==> src/rtl/instr_fetch.sv <==
// rtl/instr_fetch.sv - instruction fetch stage: PC to memory read, single-cycle iready handoff
module instr_fetch #(
    parameter int          TIMEOUT     = 255,
    parameter logic [31:0] RESET_INSTR = 32'h00000013
) (
    input  logic        clk,
    input  logic        nRST,
    input  logic [31:0] PCaddr,
    input  logic        halt,
    input  logic        mem_busy,
    input  logic [31:0] mem_rdata,
    output logic        mem_ren,
    output logic [31:0] mem_addr,
    output logic [31:0] instr,
    output logic        iready,
    output logic        fetch_err,
    output logic [1:0]  err_cause
);

    typedef enum logic [2:0] {
        IDLE    = 3'd0,
        FETCH   = 3'd1,
        DELIVER = 3'd2,
        ABORT   = 3'd3,
        ERROR   = 3'd4
    } state_t;

    localparam logic [7:0] TMO_LAST     = 8'(TIMEOUT - 1);
    localparam logic [1:0] CAUSE_ALIGN  = 2'd1;
    localparam logic [1:0] CAUSE_TMO    = 2'd2;

    state_t      state_q, state_d;
    logic        mem_ren_q, mem_ren_d;
    logic [31:0] mem_addr_q, mem_addr_d;
    logic [31:0] instr_q, instr_d;
    logic        iready_q, iready_d;
    logic        fetch_err_q, fetch_err_d;
    logic [1:0]  err_cause_q, err_cause_d;
    logic [7:0]  cnt_q, cnt_d;

    always_ff @(posedge clk or negedge nRST) begin
        if (!nRST) begin
            state_q     <= IDLE;
            mem_ren_q   <= 1'b0;
            mem_addr_q  <= 32'd0;
            instr_q     <= RESET_INSTR;
            iready_q    <= 1'b0;
            fetch_err_q <= 1'b0;
            err_cause_q <= 2'd0;
            cnt_q       <= 8'd0;
        end else begin
            state_q     <= state_d;
            mem_ren_q   <= mem_ren_d;
            mem_addr_q  <= mem_addr_d;
            instr_q     <= instr_d;
            iready_q    <= iready_d;
            fetch_err_q <= fetch_err_d;
            err_cause_q <= err_cause_d;
            cnt_q       <= cnt_d;
        end
    end

    always_comb begin
        state_d     = state_q;
        mem_ren_d   = mem_ren_q;
        mem_addr_d  = mem_addr_q;
        instr_d     = instr_q;
        iready_d    = 1'b0;
        fetch_err_d = fetch_err_q;
        err_cause_d = err_cause_q;
        cnt_d       = cnt_q;

        case (state_q)
            IDLE: begin
                if (!halt) begin
                    if (PCaddr[1:0] != 2'b00) begin
                        state_d     = ERROR;
                        fetch_err_d = 1'b1;
                        err_cause_d = CAUSE_ALIGN;
                    end else begin
                        state_d    = FETCH;
                        mem_addr_d = PCaddr;
                        mem_ren_d  = 1'b1;
                        cnt_d      = 8'd0;
                    end
                end
            end
            FETCH: begin
                // Completion wins over a PC change or timeout in the same cycle.
                if (!mem_busy) begin
                    instr_d   = mem_rdata;
                    mem_ren_d = 1'b0;
                    iready_d  = 1'b1;
                    state_d   = DELIVER;
                end else if (PCaddr != mem_addr_q) begin
                    mem_ren_d = 1'b0;
                    state_d   = ABORT;
                end else if (cnt_q == TMO_LAST) begin
                    mem_ren_d   = 1'b0;
                    state_d     = ERROR;
                    fetch_err_d = 1'b1;
                    err_cause_d = CAUSE_TMO;
                end else begin
                    cnt_d = cnt_q + 8'd1;
                end
            end
            DELIVER: state_d = IDLE;
            ABORT:   state_d = IDLE;
            ERROR:   state_d = ERROR;
            default: state_d = IDLE;
        endcase
    end

    assign mem_ren   = mem_ren_q;
    assign mem_addr  = mem_addr_q;
    assign instr     = instr_q;
    assign iready    = iready_q;
    assign fetch_err = fetch_err_q;
    assign err_cause = err_cause_q;

endmodule

==> config.mk <==
export PLATFORM = sky130hd
export DESIGN_NAME = instr_fetch
export DESIGN_NICKNAME = d
export VERILOG_FILES = /design/src/rtl/instr_fetch.sv
export SDC_FILE = /design/constraint.sdc
export NUM_CORES = 1
export LEC_CHECK = 0
export CAP_MARGIN = 10
export CORE_MARGIN = 1.5
export CORE_UTILIZATION = 44
export CTS_CLUSTER_DIAMETER = 30
export DETAILED_ROUTE_END_ITERATION = 12
export PLACE_DENSITY = 0.8
export REMOVE_ABC_BUFFERS = 1
export SYNTH_ARGS = -nofsm -noshare
export SYNTH_HDL_FRONTEND = slang
export SYNTH_SLANG_ARGS = --single-unit
==> constraint.sdc <==
create_clock -name clk -period 2 [get_ports clk]
set_input_delay 0.3 -clock clk [delete_from_list [all_inputs] [get_ports clk]]
set_output_delay 0.3 -clock clk [all_outputs]
set_load 0.03 [all_outputs]
==> results of run 1 <==
## worst paths after layout
check / start / endpoint / slack, ps / depth (start not counted)
min: fetch_err / fetch_err / 480 / 1
min reg2reg: fetch_err / fetch_err / 480 / 1
max in group asynchronous: nRST / mem_addr[26] / 900 / 3
max reg2reg: mem_addr[17] / err_cause[0] / -80 / 6
max: mem_addr[17] / err_cause[0] / -80 / 6
min in group asynchronous: nRST / instr[6] / 500 / 2
## routing by layer
layer / vias to the layer above / routed length, um / global-route usage [%]
met2: 88 / 4600 / 36.6
li1: 1447 / - / -
met5: - / 0 / 0
met1: 1434 / 3670 / 27.5
met4: 0 / 211 / 7.70
met3: 21 / 489 / 5.12
## registers in the layout, indices dropped and copies added (netlist names)
| signal | flops |
|---|---|
| fetch_err | 1 |
| err_cause | 2 |
| cnt_q | 8 |
| mem_ren | 1 |
| mem_addr | 32 |
| iready | 1 |
| instr | 32 |
| state_q | 3 |
## logic make-up (layout without fill, tap and decap cells)
kind of cell,Yosys count,after routing,share of synthesized area [%]
compound gates,22,22,4.50
xor+xnor,32,32,7.82
fa+ha+maj,2,2,0.698
buf+inv,14,186,1.88
flops,80,80,56.0
mux,35,35,10.9
simple gates,142,142,18.3
## where the power goes
group          switching, mW  total [mW]  internal (mW)
combinational           1.43        2.63           1.20
clock                  0.630        1.09          0.462
sequential             0.332        2.36           2.03
## final cells by class
class,count,area [sq um]
Fill cell,598,2270
Sequential cell,80,2010
Timing Repair Buffer,168,1640
Multi-Input combinational cell,233,1570
Tap cell,102,128
Clock buffer,9,124
Clock inverter,7,55.1
Inverter,2,7.51
## cells in the mapped netlist (all sizes together), types with 5 or more instances
cell type  count
nor2           5
a21oi          6
or4            7
nor3           6
o31ai          5
mux2          32
xor2          32
nor4           8
buf           12
dfrtp         77
nand4          7
nand2         99
## per-stage QoR
| stage | instance area [sq um] | setup WS, ps |
|---|---|---|
| after floorplan | 3520 | -541 |
| after detailed placement | 5280 | -439 |
| after CTS | 5500 | -39.5 |
| after global placement | 5280 | -383 |
| final | 5530 | -84.8 |
| after global routing | 5530 | -136 |
## worst max-delay path, delay by kind of cell, from the launching register on
| family | cells | cell delay (ps) |
|---|---|---|
| buffers and inverters | 1 | 190 |
| xor gates and xnor gates | 1 | 180 |
| and+or+nand+nor | 3 | 1040 |
| AOI/OAI and AO/OA | 1 | 140 |
| DFF | 1 | 420 |
## repair_timing
item	in CTS	in global routing
gates resized for setup	4	6
endpoints found under the setup margin	10	11
hold buffers	1	0
setup buffers	2	0
pin swaps	1	3
hold endpoints to repair	37	0
==> run summary, run 1 <==
root buf cell = clkbuf_8
worst setup margin = -84.8 ps
Inst Count DP = 582
Worst Hold Class = flip-flop to flip-flop
post-synth cell types = 36
Layout Cells excl Fill = 601
cell count after synthesis = 327
final core utilization = 70.9%
Area growth, synth to finish = 54.3%
status = complete, but fails checks
initial antenna violation count = 0
clock tree buffer depth = 2
post-route ant nets = 0
detailed-route wire length = 8.97 mm
CTS tree = yes
Total GRT Usage = 21.8%
H-tree depth = 3
top post-synthesis cells by area = dfrtp_1, nand2_1, mux2_2
vias per cell = 4.98
Clock transition at path regs = 90 ps
TNS Setup = -361 ps
CP peak stage delay = 530 ps
post-layout minimum cycle time = 2080 ps
most common cell after layout, fill and taps aside = clkdlybuf4s50_1
diode count = 0
total of max-cap violations = 0
Final Max Slew Viols = 0
Synth async-reset ratio = 100%
unrepaired setup endpoints after global routing = true
dpl hpwl = 6.71 mm
IO buf count = 136
pwr dens = 1100 mW/mm^2
Worst Path Arrival = 2320 ps
post-synthesis register bit count = 80
Crit. End Element = flip-flop
failing checks = negative setup slack
DRC viols = 0
Slowest cell on crit path = or4_4
core box area = 0.00781 sq mm
worst skew pair latency = 340 ps
Post-Synthesis Cell Area = 0.00358 sq mm
Hold WS = 482 ps
Final Hold Fails = 0
maximum VDD drop = 0.783 mV
Slew @ Worst Pin = 573 ps
commonest cells after routing, fill and taps aside = clkdlybuf4s50_1, nand2_1, dfrtp_1, mux2_2, xor2_1
Die H = 93.3 um
initial core utilization = 45.9%
Leak = 2.52 nW
initial DRC count = 127
first-pass GRT wire length = 14.9 mm
CP Class = flip-flop to flip-flop
number of buffers created by CTS = 9
Post-synth EDFFs = 0
clock skew = 11.0 ps
Post-synth top flop = dfrtp_1
via count = 2990
I/O pin total = 137
post-synthesis sequential area ratio = 56.0%
Net count, final = 564
number of warnings issued by yosys = 0
Mean Syn Cell Area = 11.0 sq um
mean routed wirelength per cell = 14.9 um
share of layout cells above drive strength 1 = 19.6%
Rows = 32
top cell type's share of synthesized area = 53.8%
Slew headroom = 61.8%
die area = 0.00870 sq mm
period utilization = 104%
Final setup viols = 8
Worst setup SP type = flip-flop
Pre-Repair DR Iteration Count = 4
crit path max fanout = 11
dominant cell type by area after synthesis = dfrtp_1
endpoint required time on the critical path = 2230 ps
clock sinks = 80
Final GP Congestion = 0.859
Tot Pwr = 6.08 mW
grt ovf = 0
die width = 93.3 um
vias in the first global route = 3138
largest net degree at the start of global routing = 43
maximum clock frequency = 480 MHz
cell-by-cell trace of the critical path = xor2_1 -> nor4_2 -> nand4_1 -> buf_6 -> or4_4 -> o2bb2ai_1
Power figures use the tool's default switching activity.
==> run 2: changes to the inputs <==
--- a/config.mk
+++ b/config.mk
@@ -9,9 +9,11 @@
 export CORE_MARGIN = 1.5
 export CORE_UTILIZATION = 44
 export CTS_CLUSTER_DIAMETER = 30
+export CTS_CLUSTER_SIZE = 20
 export DETAILED_ROUTE_END_ITERATION = 12
 export PLACE_DENSITY = 0.8
 export REMOVE_ABC_BUFFERS = 1
+export SLEW_MARGIN = 20
 export SYNTH_ARGS = -nofsm -noshare
 export SYNTH_HDL_FRONTEND = slang
 export SYNTH_SLANG_ARGS = --single-unit
==> results of run 2 <==
Same layout as run 1: the final DEF is identical, and so are final timing and power.
==> run 3: changes to the inputs <==
--- a/config.mk
+++ b/config.mk
@@ -6,6 +6,7 @@
 export NUM_CORES = 1
 export LEC_CHECK = 0
 export CAP_MARGIN = 10
+export CORE_ASPECT_RATIO = 0.6
 export CORE_MARGIN = 1.5
 export CORE_UTILIZATION = 44
 export CTS_CLUSTER_DIAMETER = 30
==> run 3 against run 2 <==
Against the previous run:
- the flow still finishes with violations (negative setup slack)
- sequential share of layout area decreased by 2.4 points
- maximum frequency decreased by 3.4%
- die area rose by 0.20%
- global-route usage grew 1.4 points
- sequential power barely moved
- first-iteration DRC count is 13% lower
- sequential cell count stayed put
- via count grew 5.4%
- non-clock buffer count grew 25
- total power increased by 15%
- largest cell class unchanged
- highest routed layer unchanged
==> run summary, run 3 (same netlist as run 1, synthesis figures left out) <==
status = complete, but fails checks (unchanged)
failing checks = negative setup slack (unchanged)
Placed Area = 0.00545 sq mm (was 0.00528 sq mm)
mean routed wirelength per cell = 15.5 um (was 14.9 um)
Final Hold Fails = 0 (unchanged)
total of max-cap violations = 0 (unchanged)
Comb pwr share = 41.4% (was 43.2%)
first-pass GRT wire length = 15.6 mm (was 14.9 mm)
crit path max fanout = 5 (was 11)
GR met1 Demand/Resource = 31.3% (was 27.5%)
Final GP Congestion = 0.824 (was 0.859)
I/O pin total = 137 (unchanged)
commonest cells after routing, fill and taps aside = clkdlybuf4s50_1, nand2_1, dfrtp_1, buf_4, mux2_2 (was clkdlybuf4s50_1, nand2_1, dfrtp_1, mux2_2, xor2_1)
vias per cell = 4.99 (was 4.98)
via count = 3151 (was 2990)
vias in the first global route = 3216 (was 3138)
share of layout cells above drive strength 1 = 23.9% (was 19.6%)
clock skew = 4.78 ps (was 11.0 ps)
DRC viols = 0 (unchanged)
root buf cell = clkbuf_16 (was clkbuf_8)
CP Class = input port to flip-flop (was flip-flop to flip-flop)
FF-to-FF path depth = 6 (unchanged)
worst skew pair latency = 330 ps (was 340 ps)
Net count, final = 589 (was 564)
Slew headroom = 70.9% (was 61.8%)
core box area = 0.00788 sq mm (was 0.00781 sq mm)
layer carrying the most global-route usage = met2 (unchanged)
worst slack at placement = -535 ps (was -439 ps)
H-tree depth = 3 (unchanged)
diode count = 0 (unchanged)
CTS tree = yes (unchanged)
Total GRT Usage = 23.2% (was 21.8%)
Rows = 25 (was 32)
die width = 120 um (was 93.3 um)
Net Switching = 2.46 mW (was 2.39 mW)
worst setup margin = -158 ps (was -84.8 ps)
dpl hpwl = 6.74 mm (was 6.71 mm)
Register Area = 0.00201 sq mm (unchanged)
maximum VDD drop = 1.03 mV (was 0.783 mV)
Layout fillers = 527 (was 598)
sequential power share = 33.6% (was 38.8%)
clock tree buffer depth = 2 (unchanged)
Pre-Repair DR Iteration Count = 6 (was 4)
M3 GR Usage = 6.48% (was 5.12%)
maximum clock frequency = 463 MHz (was 480 MHz)
post-route ant nets = 0 (unchanged)
Multi-input gate area = 0.00160 sq mm (was 0.00157 sq mm)
Hold Startpoint = PCaddr[7] (was fetch_err)
switching share of power = 35.3% (was 39.3%)
most common cell after layout, fill and taps aside = clkdlybuf4s50_1 (unchanged)
number of buffers created by CTS = 9 (unchanged)
CP peak stage delay = 520 ps (was 530 ps)
Final setup viols = 10 (was 8)
Final Max Slew Viols = 0 (unchanged)
Hold Path End = mem_addr[7] (was fetch_err)
met2 Usage GRT = 37.0% (was 36.6%)
Worst setup SP type = input port (was flip-flop)
detailed-route wire length = 9.78 mm (was 8.97 mm)
Die H = 72.9 um (was 93.3 um)
post-layout minimum cycle time = 2160 ps (was 2080 ps)
cell-by-cell trace of the critical path = clkdlybuf4s50_1 -> xor2_1 -> nor4_1 -> nand4_1 -> buf_6 -> or4_4 -> o2bb2ai_1 (was xor2_1 -> nor4_2 -> nand4_1 -> buf_6 -> or4_4 -> o2bb2ai_1)
clock sinks = 80 (unchanged)
worst r2r src = mem_addr[27] (was mem_addr[17])
Leak = 2.77 nW (was 2.52 nW)
period utilization = 108% (was 104%)
initial antenna violation count = 0 (unchanged)
Worst Hold Class = input port to flip-flop (was flip-flop to flip-flop)
final core utilization = 75.1% (was 70.9%)
largest net degree at the start of global routing = 38 (was 43)
pwr dens = 1180 mW/mm^2 (was 1100 mW/mm^2)
Worst Path Arrival = 2380 ps (was 2320 ps)
final instance area = 0.00592 sq mm (was 0.00553 sq mm)
Tot Pwr = 6.97 mW (was 6.08 mW)
Int Pwr = 4.51 mW (was 3.69 mW)
grt ovf = 0 (unchanged)
Crit. End Element = flip-flop (unchanged)
Clock transition at path regs = 60 ps (was 90 ps)
initial DRC count = 111 (was 127)
Slowest cell on crit path = or4_4 (unchanged)
Area growth, synth to finish = 65.1% (was 54.3%)
IO buf count = 136 (unchanged)
initial core utilization = 45.5% (was 45.9%)
clock power share = 25.0% (was 18.0%)
Slew @ Worst Pin = 437 ps (was 573 ps)
slack of the worst reg-to-reg path = -150 ps (was -80 ps)
unrepaired setup endpoints after global routing = true (unchanged)
Hold WS = 251 ps (was 482 ps)
Critical R2R Capture = err_cause[0] (unchanged)
endpoint required time on the critical path = 2220 ps (was 2230 ps)
die area = 0.00872 sq mm (was 0.00870 sq mm)
WHS Path Cells = 3 (was 1)
[run 3: cell types whose count changed in the layout (fill, tap and decap cells not counted), sizes merged]
cell           delta
dlymetal6s2s      +2
clkinv            -1
clkbuf            +2
clkinvlp          -1
clkdlybuf4s50     -3
buf              +25
inv               -2
dlygate4sd2       +1
bufinv            +2
[run 3: worst max-delay path by stage]
stage / from / to / slack, ps / depth (start not counted)
2_1_floorplan: state_q[2] / instr[10] / -540 / 4
5_1_grt: mem_addr[27] / state_q[2] / -250 / 6
6_report: PCaddr[1] / err_cause[0] / -160 / 7
3_5_place_dp: PCaddr[13] / cnt_q[4] / -530 / 8
3_3_place_gp: PCaddr[26] / err_cause[0] / -480 / 8
4_1_cts: mem_addr[14] / err_cause[0] / -100 / 7
[run 3: timing repair]
item	4_1_cts	5_1_grt
resized for setup	7	17
setup buffers	1	5
pin swaps	10	7
gates cloned	1	0
endpoints found under the setup margin	12	15
hold endpoints to repair	28	0
hold buffers	1	0
[run 3: layout make-up]
class                      instances  area share (%)
clock buffer                      11            3.93
clock inverter                     5            1.37
inverter                           2           0.127
multi-input combinational        233            27.1
sequential                        80            33.9
tap                              108            2.28
timing repair buffer             193            31.3
[run 3: per-layer routing]
layer,up-vias,part of all wire [%],routed length (um)
met3,18,7.1,695
met1,1503,44,4320
met4,0,1.7,166
li1,1505,-,-
met2,125,47,4600
met5,-,0,0
[run 3: through the flow]
stage,instances,setup TNS (ps)
CTS,627,-468
finish,632,-1030
global placement,608,-5540
floorplan,315,-27020
detailed placement,608,-6310
global route,632,-2290
[run 3: critical path, delay by kind of cell]
kind,cells,cell delay [ps]
AND/OR/NAND/NOR,3,1100
buffers and inverters,2,650
AO/OA/AOI/OAI,1,140
XOR/XNOR,1,190
[run 3: power by group through the flow]
| stage | logic (mW) | registers [mW] | clock network (mW) |
|---|---|---|---|
| after floorplan | 0.521 | 3.18 | 0 |
| after global placement | 2.78 | 2.34 | 0 |
| after detailed placement | 2.82 | 2.35 | 0 |
| after CTS | 2.86 | 2.34 | 1.78 |
| after global routing | 3.09 | 2.39 | 1.84 |
| final | 2.89 | 2.35 | 1.74 |
